## src/rtl/jpeg_idct_transpose_if.sv

```systemverilog
`default_nettype none
// +----------------------------------------------------------------------------+
// | Module   : jpeg_idct_transpose_if                                           |
// | Purpose  : Write-side and replay-side bus bundle of the IDCT transpose buf. |
// | Revision : 1.0                                                             |
// +----------------------------------------------------------------------------+
interface jpeg_idct_transpose_if #(
    parameter int IN_W  = 32,
    parameter int OUT_W = 16
) ();
    logic             inport_valid_i;
    logic [IN_W-1:0]  inport_data_i;
    logic [5:0]       inport_idx_i;
    logic             inport_accept_o;

    logic             outport_valid_o;
    logic [OUT_W-1:0] outport_data0_o;
    logic [OUT_W-1:0] outport_data1_o;
    logic [OUT_W-1:0] outport_data2_o;
    logic [OUT_W-1:0] outport_data3_o;
    logic [2:0]       outport_idx_o;
    logic [2:0]       outport_col_o;
    logic             outport_accept_i;

    modport slave (
        input  inport_valid_i,
        input  inport_data_i,
        input  inport_idx_i,
        output inport_accept_o,
        output outport_valid_o,
        output outport_data0_o,
        output outport_data1_o,
        output outport_data2_o,
        output outport_data3_o,
        output outport_idx_o,
        output outport_col_o,
        input  outport_accept_i
    );

    modport master (
        output inport_valid_i,
        output inport_data_i,
        output inport_idx_i,
        input  inport_accept_o,
        input  outport_valid_o,
        input  outport_data0_o,
        input  outport_data1_o,
        input  outport_data2_o,
        input  outport_data3_o,
        input  outport_idx_o,
        input  outport_col_o,
        output outport_accept_i
    );
endinterface
`default_nettype wire

```

## src/rtl/jpeg_idct_transpose.sv

```systemverilog
`default_nettype none
// +----------------------------------------------------------------------------+
// | Module   : jpeg_idct_transpose                                             |
// | Purpose  : Ping-pong 8x8 transpose buffer between row and column IDCT,     |
// |            replaying columns as 4 lanes x 8 beats. Optional saturation of  |
// |            lanes selected by JPEG_IDCT_TRANSPOSE_SAT_EN.                   |
// | Revision : 1.0                                                             |
// +----------------------------------------------------------------------------+
module jpeg_idct_transpose #(
    parameter int IN_W  = 32,
    parameter int OUT_W = 16
) (
    input  logic                 clk_i,
    input  logic                 rst_i,
    input  logic                 img_start_i,
    jpeg_idct_transpose_if.slave bus,
    output logic                 overflow_o
);

    typedef enum logic [0:0] {
        ST_IDLE = 1'b0,
        ST_RUN  = 1'b1
    } state_t;

    localparam logic [5:0] c_LAST_IDX  = 6'd63;
    localparam logic [2:0] c_LAST_BEAT = 3'd7;
    localparam logic [2:0] c_LAST_COL  = 3'd7;

    // Address = {bank, row, col}; words are narrowed on the way in.
    logic [OUT_W-1:0] mem_q [0:127];

    state_t           state_q, state_d;
    logic [1:0]       full_q, full_d;
    logic             wr_ptr_q, wr_ptr_d;
    logic             rd_ptr_q, rd_ptr_d;
    logic [2:0]       col_q, col_d;
    logic [2:0]       beat_q, beat_d;
    logic             valid_q, valid_d;
    logic [2:0]       oidx_q, oidx_d;
    logic [2:0]       ocol_q, ocol_d;
    logic [OUT_W-1:0] lane_q [4];
    logic [OUT_W-1:0] lane_d [4];
    logic             ovf_q, ovf_d;

    logic [OUT_W-1:0] wr_word;
    logic [OUT_W-1:0] rd_word [4];
    logic             wr_fire;
    logic             rd_odd;
    logic             emit;

`ifdef JPEG_IDCT_TRANSPOSE_SAT_EN
    // In range only when every bit from the output sign bit upward agrees.
    always_comb begin
        if (&bus.inport_data_i[IN_W-1:OUT_W-1] || ~|bus.inport_data_i[IN_W-1:OUT_W-1]) begin
            wr_word = bus.inport_data_i[OUT_W-1:0];
        end else begin
            wr_word = {bus.inport_data_i[IN_W-1], {(OUT_W-1){~bus.inport_data_i[IN_W-1]}}};
        end
    end
`else
    logic unused_hi;
    assign wr_word   = bus.inport_data_i[OUT_W-1:0];
    assign unused_hi = ^bus.inport_data_i[IN_W-1:OUT_W];
`endif

    always_ff @(posedge clk_i) begin
        if (wr_fire) begin
            mem_q[{wr_ptr_q, bus.inport_idx_i}] <= wr_word;
        end
    end

    always_comb begin
        wr_fire  = bus.inport_valid_i && !full_q[wr_ptr_q];
        rd_odd   = (beat_q == 3'd1) || (beat_q == 3'd2) || (beat_q == 3'd3);
        emit     = 1'b0;
        state_d  = state_q;
        full_d   = full_q;
        wr_ptr_d = wr_ptr_q;
        rd_ptr_d = rd_ptr_q;
        col_d    = col_q;
        beat_d   = beat_q;
        valid_d  = 1'b0;
        oidx_d   = oidx_q;
        ocol_d   = ocol_q;
        ovf_d    = ovf_q | (bus.inport_valid_i && full_q[wr_ptr_q]);
        for (int k = 0; k < 4; k++) begin
            rd_word[k] = mem_q[{rd_ptr_q, 2'(k), rd_odd, col_q}];
            lane_d[k]  = lane_q[k];
        end

        if (wr_fire && bus.inport_idx_i == c_LAST_IDX) begin
            full_d[wr_ptr_q] = 1'b1;
            wr_ptr_d         = ~wr_ptr_q;
        end

        case (state_q)
            ST_IDLE: begin
                if (full_q[rd_ptr_q] && bus.outport_accept_i) begin
                    state_d = ST_RUN;
                    col_d   = 3'd0;
                    beat_d  = 3'd0;
                end
            end
            ST_RUN: begin
                // Column 0 was already granted when the bank was taken on.
                emit = (beat_q != 3'd0) || (col_q == 3'd0) || bus.outport_accept_i;
            end
            default: state_d = ST_IDLE;
        endcase

        if (emit) begin
            valid_d = 1'b1;
            oidx_d  = beat_q;
            ocol_d  = col_q;
            beat_d  = beat_q + 3'd1;
            for (int k = 0; k < 4; k++) begin
                lane_d[k] = rd_word[k];
            end
            if (beat_q == c_LAST_BEAT) begin
                col_d = col_q + 3'd1;
                if (col_q == c_LAST_COL) begin
                    full_d[rd_ptr_q] = 1'b0;
                    rd_ptr_d         = ~rd_ptr_q;
                    if (!(full_q[~rd_ptr_q] && bus.outport_accept_i)) begin
                        state_d = ST_IDLE;
                    end
                end
            end
        end
    end

    always_ff @(posedge clk_i) begin
        if (rst_i || img_start_i) begin
            state_q  <= ST_IDLE;
            full_q   <= '0;
            wr_ptr_q <= 1'b0;
            rd_ptr_q <= 1'b0;
            col_q    <= 3'd0;
            beat_q   <= 3'd0;
            valid_q  <= 1'b0;
            oidx_q   <= 3'd0;
            ocol_q   <= 3'd0;
            ovf_q    <= 1'b0;
            for (int k = 0; k < 4; k++) begin
                lane_q[k] <= '0;
            end
        end else begin
            state_q  <= state_d;
            full_q   <= full_d;
            wr_ptr_q <= wr_ptr_d;
            rd_ptr_q <= rd_ptr_d;
            col_q    <= col_d;
            beat_q   <= beat_d;
            valid_q  <= valid_d;
            oidx_q   <= oidx_d;
            ocol_q   <= ocol_d;
            ovf_q    <= ovf_d;
            for (int k = 0; k < 4; k++) begin
                lane_q[k] <= lane_d[k];
            end
        end
    end

    assign bus.inport_accept_o = ~full_q[wr_ptr_q];
    assign bus.outport_valid_o = valid_q;
    assign bus.outport_idx_o   = oidx_q;
    assign bus.outport_col_o   = ocol_q;
    assign bus.outport_data0_o = lane_q[0];
    assign bus.outport_data1_o = lane_q[1];
    assign bus.outport_data2_o = lane_q[2];
    assign bus.outport_data3_o = lane_q[3];
    assign overflow_o          = ovf_q;

endmodule
`default_nettype wire

```

## src/flat_wrapper.sv

```systemverilog
// flat-port wrapper written by rule: the top's interface ports become plain ports
module jpeg_idct_transpose_flat 
#(
    parameter int IN_W  = 32,
    parameter int OUT_W = 16
)
  (clk_i, rst_i, img_start_i, overflow_o, bus_inport_valid_i, bus_inport_data_i, bus_inport_idx_i, bus_inport_accept_o, bus_outport_valid_o, bus_outport_data0_o, bus_outport_data1_o, bus_outport_data2_o, bus_outport_data3_o, bus_outport_idx_o, bus_outport_col_o, bus_outport_accept_i);
  jpeg_idct_transpose_if #(.IN_W(IN_W), .OUT_W(OUT_W)) bus_i ();
  input  logic clk_i;
  input  logic rst_i;
  input  logic img_start_i;
  output logic overflow_o;
  input wire logic [$bits(bus_i.inport_valid_i)-1:0] bus_inport_valid_i;
  input wire logic [$bits(bus_i.inport_data_i)-1:0] bus_inport_data_i;
  input wire logic [$bits(bus_i.inport_idx_i)-1:0] bus_inport_idx_i;
  output wire logic [$bits(bus_i.inport_accept_o)-1:0] bus_inport_accept_o;
  output wire logic [$bits(bus_i.outport_valid_o)-1:0] bus_outport_valid_o;
  output wire logic [$bits(bus_i.outport_data0_o)-1:0] bus_outport_data0_o;
  output wire logic [$bits(bus_i.outport_data1_o)-1:0] bus_outport_data1_o;
  output wire logic [$bits(bus_i.outport_data2_o)-1:0] bus_outport_data2_o;
  output wire logic [$bits(bus_i.outport_data3_o)-1:0] bus_outport_data3_o;
  output wire logic [$bits(bus_i.outport_idx_o)-1:0] bus_outport_idx_o;
  output wire logic [$bits(bus_i.outport_col_o)-1:0] bus_outport_col_o;
  input wire logic [$bits(bus_i.outport_accept_i)-1:0] bus_outport_accept_i;
  assign bus_i.inport_valid_i = bus_inport_valid_i;
  assign bus_i.inport_data_i = bus_inport_data_i;
  assign bus_i.inport_idx_i = bus_inport_idx_i;
  assign bus_inport_accept_o = bus_i.inport_accept_o;
  assign bus_outport_valid_o = bus_i.outport_valid_o;
  assign bus_outport_data0_o = bus_i.outport_data0_o;
  assign bus_outport_data1_o = bus_i.outport_data1_o;
  assign bus_outport_data2_o = bus_i.outport_data2_o;
  assign bus_outport_data3_o = bus_i.outport_data3_o;
  assign bus_outport_idx_o = bus_i.outport_idx_o;
  assign bus_outport_col_o = bus_i.outport_col_o;
  assign bus_i.outport_accept_i = bus_outport_accept_i;
  jpeg_idct_transpose #(.IN_W(IN_W), .OUT_W(OUT_W)) u_core (.clk_i(clk_i), .rst_i(rst_i), .img_start_i(img_start_i), .bus(bus_i), .overflow_o(overflow_o));
endmodule
```

## config.mk

```make
export PLATFORM = sky130hd
export DESIGN_NAME = jpeg_idct_transpose_flat
export DESIGN_NICKNAME = d
export VERILOG_FILES = /design/src/rtl/jpeg_idct_transpose_if.sv /design/src/rtl/jpeg_idct_transpose.sv /design/src/flat_wrapper.sv
export SDC_FILE = /design/constraint.sdc
export NUM_CORES = 2
export LEC_CHECK = 0
export BUFFER_PORTS_ARGS = -buffer_cell sky130_fd_sc_hd__buf_4
export CORE_MARGIN = 10
export CORE_UTILIZATION = 50
export CTS_CLUSTER_DIAMETER = 150
export DETAILED_ROUTE_END_ITERATION = 12
export PLACE_DENSITY = 0.64
export SYNTH_ARGS = -nofsm -noshare
export SYNTH_HDL_FRONTEND = slang
export SYNTH_SLANG_ARGS = --single-unit
export TNS_END_PERCENT = 1
```

## constraint.sdc

```tcl
create_clock -name clk_i -period 4.5 [get_ports clk_i]
set_input_delay 0.675 -clock clk_i [delete_from_list [all_inputs] [get_ports clk_i]]
set_output_delay 0.675 -clock clk_i [all_outputs]
set_load 0.01 [all_outputs]
```

* Word level (Yosys, flattened, before mapping) *
Memories as Yosys holds them, arrays and structs flattened.
Index checks and enable logic that the tools add are counted.

word-level totals
  output and inout port bits = 73
  memories = 2
  memory bits (writable) = 2,112
  bits in registers = 19

operators by class
  add/subtract/negate cells = 2
  $lt $le $gt $ge = 5
  multiplexer cells = 39
  reductions and logical operators = 18
  equality and inequality tests = 7
  bitwise logic cells = 11

memory list
  memory         words  width  rd ports  clocked after Yosys merged registers in  wr ports  RTL line                   RTL
  u_core.mem_q   128    16     4         0                                        1         jpeg_idct_transpose.sv:30  logic [OUT_W-1:0] mem_q [0:127];
  u_core.lane_q  4      16     4         0                                        4         jpeg_idct_transpose.sv:41  logic [OUT_W-1:0] lane_q [4];

operators with widths
  kind                 count
  $mux 16              4
  $mux 64              1
  $mux 1               21
  $mux 3               7
  $mux 2               4
  $logic_and 1x1->1    7
  $add 3x1->3 const B  2
  $eq 3x2->1 const B   2
  $eq 3x3->1 const B   2
  $eq 6x6->1 const B   1
  $lt 1x2->1 const B   3
  $logic_or 1x1->1     5
  $or 1x1->1           5
  $eq 3x1->1 const B   1
  $logic_not 3->1      1
  $not 1->1            3
  $reduce_and 3->1     1
  $reduce_bool 3->1    1
  $and 2x2->2          1
  $demux 1 s1          2
  $ge 1x1->1 const B   2
  $ne 2x2->1 const B   1
  $not 2->2            1
  $or 2x2->2           1
  other kinds (3)      3

* Logic depth before layout (Yosys ltp) *
  depth in word-level cells = 10
  mapped depth = 14
  depth with buffers taken out = 8

* Least setup slack after synthesis *
OpenSTA, ideal clock, no wires.

  path type = flip-flop to flip-flop
  from = reg u_core.wr_ptr_q
  to = mem u_core.mem_q[107][0] (enable)
  clock period less this slack = 2.787 ns
  required time = 4.112 ns
  cell stages (with the launch flop) = 8
  data arrival time = 2.399 ns
  setup slack = 1.713 ns
  library setup time = 0.388 ns
  path through = dfxtp_1 -> buf_2 -> mux2i_4 -> nand3_1 -> or3b_2 -> clkbuf_1 -> buf_2 -> nor2_1

between the ends
  longest elaborated chain between the ends = 6

RTL lines
  element                                    RTL line                    RTL
  from (decl)                                jpeg_idct_transpose.sv:34   logic wr_ptr_q, wr_ptr_d;
  from (signal assigned)                     jpeg_idct_transpose.sv:150  wr_ptr_q <= wr_ptr_d;
  $mux 1 (implied by the code) (2 in a row)  jpeg_idct_transpose.sv:73   wr_fire = bus.inport_valid_i && !full_q[wr_ptr_q];
  $logic_not 1->1                            jpeg_idct_transpose.sv:73
  $logic_and 1x1->1                          jpeg_idct_transpose.sv:73
  $mux 1                                     jpeg_idct_transpose.sv:67   if (wr_fire) begin
  $mux 1 (implied by the code)               jpeg_idct_transpose.sv:68   mem_q[{wr_ptr_q, bus.inport_idx_i}] <= wr_word;
  to (decl)                                  jpeg_idct_transpose.sv:30

Parallel ways exist; a longest one is shown, timed or not. The select of a mux whose other input is x is not followed.

==> metrics.md <==
| Metric | Value |
|---|---|
| Post-route worst setup slack | `1.21 ns` |
| Critical Path End Type | `flop` |
| Grt ovf | `0` |
| Tot GR Track Use | `22.1%` |
| CTS tree | `done` |
| WL final | `200000 µm` |
| I/O Buffers | `99` |
| # rows | `147` |
| Syn Nets | `3920` |
| Leakage power | `28.8 nW` |
| DIE WIDTH | `423 µm` |
| Worst VDD drop | `0.406 mV` |
| Drt pass-1 iters | `8` |
| Critical path's largest stage delay | `0.85 ns` |
| Detail Placement HPWL | `between 100000 and 150000 µm` |
| Multi-input logic area | `around 17000 µm²` |
| Crit Reg-Reg Startpoint | `u_core.col_q[0]$_SDFF_PP0_` |
| Sum Neg Setup Slack | `0 ns` |
| Slew @ Worst Pin | `1.24 ns` |
| Worst path arrival time | `3.97 ns` |
| Max cap viols | `0` |
| Layout area overhead | `13.6%` |
| Status | `finished clean` |
| Via Count | `39900` |
| Iter 0 DRT Violations | `between 4000 and 5000` |
| F_max | `approximately 300 MHz` |
| Simple-gate share of the synthesized area | `2.79%` |
| Post-CTS Setup Bufs | `0` |
| DRC | `0` |
| Top_reg_cell synth | `edfxtp_1` |
| Die area | `roughly 180000 µm²` |
| Crit path max-delay cell type | `dfxtp_4` |
| Nets@finish | `4219` |
| Synth Area in Adders | `0.139%` |
| Hold EP | `u_core.mem_q[71][5]$_DFFE_PP_` |
| Flop-to-flop setup slack | `1.21 ns` |
| CTS Buf Count | `207` |
| Unique masters post-synth | `54` |
| Mean Syn Cell Area | `~21 µm²` |
| Final Critical Period | `3.29 ns` |
| Compound-Gate Fraction of Synth Area | `3.29%` |
| Reg2reg path depth | `5` |
| Post-synthesis sequential area ratio | `77.9%` |
| CTS root buffer | `clkbuf_16` |
| RSZ-0062 raised after global routing | `false` |
| Post-CTS sizing | `0` |
| Vias in the first global route | `about 40000` |
| Largest area contributor in the netlist | `edfxtp_1` |
| Rel. slew slack | `16.7%` |
| Htree depth | `4` |
| Ports | `~120` |
| CP required | `5.18 ns` |
| Reg area | `around 63000 µm²` |
| Final hold vios | `0` |
| DP Worst Slack | `around 1.1 ns` |
| Fraction of registers with async set/reset | `0%` |
| Mapped Area | `81100 µm²` |
| Synth cell count leaders | `2048 x edfxtp_1, 508 x mux4_2, 302 x nand2_1` |
| Synth top area cells | `edfxtp_1 76%, mux4_2 14%, dfxtp_1 2.0%` |
| Post-synth EDFFs | `2048` |
| XOR/XNOR share of the synthesized area | `less than 1%` |
| Post-synth top area share | `75.8%` |
| Die height | `423 µm` |
| First-pass GRT wire length | `290000 µm` |
| Layout cells sized above 1 | `26.9%` |
| Final number of max-transition violations | `0` |
| Mapped Cells | `3868` |
| Yosys reg bits | `2131` |
| Number of buffers inserted by hold repair at cts | `0` |
| Most instantiated library cell after synthesis | `edfxtp_1` |
| Dpl cells | `6118` |
| Fillers | `between 10000 and 15000` |
| Max FO, Critical Path | `88` |
| Initial Util | `roughly half` |
| Crit Reg-Reg Endpoint | `u_core.lane_q[3][7]$_SDFFE_PP0P_` |
| Post-route ant nets | `0` |
| Mux cell area share after synthesis | `14.5%` |
| Main combinational cell family by area after synthesis | `multiplexers` |
| Hold Path Class | `in2reg` |
| Antenna violations before repair | `8` |
| Final setup vio count | `0` |
| Core Footprint | `161000 µm²` |
| Setup Skew | `between 0.03 and 0.04 ns` |
| Pin count of the biggest net entering global routing | `147` |
| Clock-pin slew on the worst setup and hold paths | `0.06 ns` |
| Layout Cells excl Fill | `6512` |
| CTS Sinks | `2131` |
| WL/cell | `30.6 µm` |
| Worst setup SP type | `flop` |
| Hold path depth | `1` |
| Worst path cell trace | `buf_12 > mux4_2 > a22o_1 > o21ai_0 > a21oi_1` |
| Warnings, synthesis | `0` |
| DR vias/cell | `6.12` |
| Final period utilization | `between 70 and 80%` |
| Clock Latency Late Sink | `0.82 ns` |
| Gpl congestion | `0.786` |
| Hold path start | `bus_inport_data_i[5]` |
| Clock Path Buffers | `3` |
| Setup CP Type | `reg2reg` |
| P per Cell Area | `between 400 and 500 nW/µm²` |
-- power by group --
part | switching [W] | internal (W) | total, W
combinational | 0.000430 | 0.0000549 | 0.000485
clock | 0.00739 | 0.00982 | 0.0172
sequential | 0.00000753 | 0.0218 | 0.0218
total | 0.00783 | 0.0316 | 0.0395
-- through the flow --
stage	instance area (µm²)	utilization, %	power (W)	hold WS [ns]
2_1_floorplan	81100	-	0.0222	0.476
3_3_place_gp	85300	53.0	0.0227	0.449
3_5_place_dp	85300	53.0	0.0227	0.453
4_1_cts	92100	57.3	0.0397	0.131
5_1_grt	92200	57.3	0.0406	0.158
6_report	92200	57.3	0.0395	0.181
-- flip-flops by register name, summed over array words and instances (netlist names) --
name                        cells
u_core.bus.outport_valid_o      1
u_core.bus.outport_col_o        3
u_core.wr_ptr_q                 1
u_core.state_q                  1
u_core.col_q                    3
u_core.beat_q                   3
u_core.overflow_o               1
u_core.lane_q                  64
u_core.bus.outport_idx_o        3
u_core.mem_q                 2048
u_core.rd_ptr_q                 1
u_core.full_q                   2
-- critical path: cells and delay by family, from the launching register on --
family,cells,cell delay [ns]
mux,1,0.59
flops,1,0.85
buf+inv,1,0.59
compound gates,3,0.99
-- final cells by class --
| type | instances | share of cell area [%] |
|---|---|---|
| multi-input combinational | 1507 | 18.4 |
| timing repair buffer | 309 | 2.65 |
| inverter | 11 | 0.0462 |
| clock inverter | 131 | 1.39 |
| antenna | 5 | 0.0136 |
| sequential | 2131 | 68.5 |
| clock buffer | 258 | 5.99 |
| tap | 2160 | 2.93 |
-- cell usage in the layout (no fill, tap or decap), types with 7 or more instances in the layout --
cell and n:
inv_1 7, edfxtp_1 2048, ha_1 9, nor3_1 12
nor2_1 127, a22o_1 110, clkbuf_1 37, a31oi_1 57
dfxtp_1 80, clkbuf_8 13, clkinv_1 48, o21ai_0 105
mux2i_1 29, mux4_2 508, bufinv_16 19, clkinv_2 46
nor2_2 18, clkbuf_16 208, a21oi_1 70, o22ai_1 11
buf_4 299, nand2_1 301, nand3_1 69, buf_12 10
-- logic make-up (layout without fill, tap and decap cells) --
family / after synthesis / in the layout
compound gates: 401 / 401
xor+xnor: 1 / 1
fa+ha+maj: 9 / 9
buf+inv: 230 / 709
flops: 2131 / 2131
mux: 541 / 541
other cells: 0 / 5
simple gates: 555 / 555
-- worst max path at each step --
stage / start / endpoint / slack (ns) / depth (start not counted)
finish: u_core.col_q[0]$_SDFF_PP0_ / u_core.lane_q[3][7]$_SDFFE_PP0P_ / 1.21 / 5
global route: u_core.col_q[0]$_SDFF_PP0_ / u_core.lane_q[1][2]$_SDFFE_PP0P_ / 0.99 / 5
CTS: u_core.col_q[0]$_SDFF_PP0_ / u_core.lane_q[1][2]$_SDFFE_PP0P_ / 1.13 / 5
detailed placement: u_core.col_q[0]$_SDFF_PP0_ / u_core.lane_q[1][2]$_SDFFE_PP0P_ / 1.15 / 5
floorplan: u_core.wr_ptr_q$_SDFFE_PP0N_ / u_core.mem_q[107][0]$_DFFE_PP_ / 1.71 / 7
global placement: u_core.col_q[0]$_SDFF_PP0_ / u_core.lane_q[1][2]$_SDFFE_PP0P_ / 1.14 / 5
-- routing by layer --
metal	GRT usage, %	vias to the layer above	share of wire [%]
li1	-	16600	-
met1	31.3	21400	41
met2	35.3	1589	49
met3	3.92	272	7.1
met4	6.72	4	2.8
met5	0	-	0.017
No activity file was read; power rests on OpenSTA's default activity.
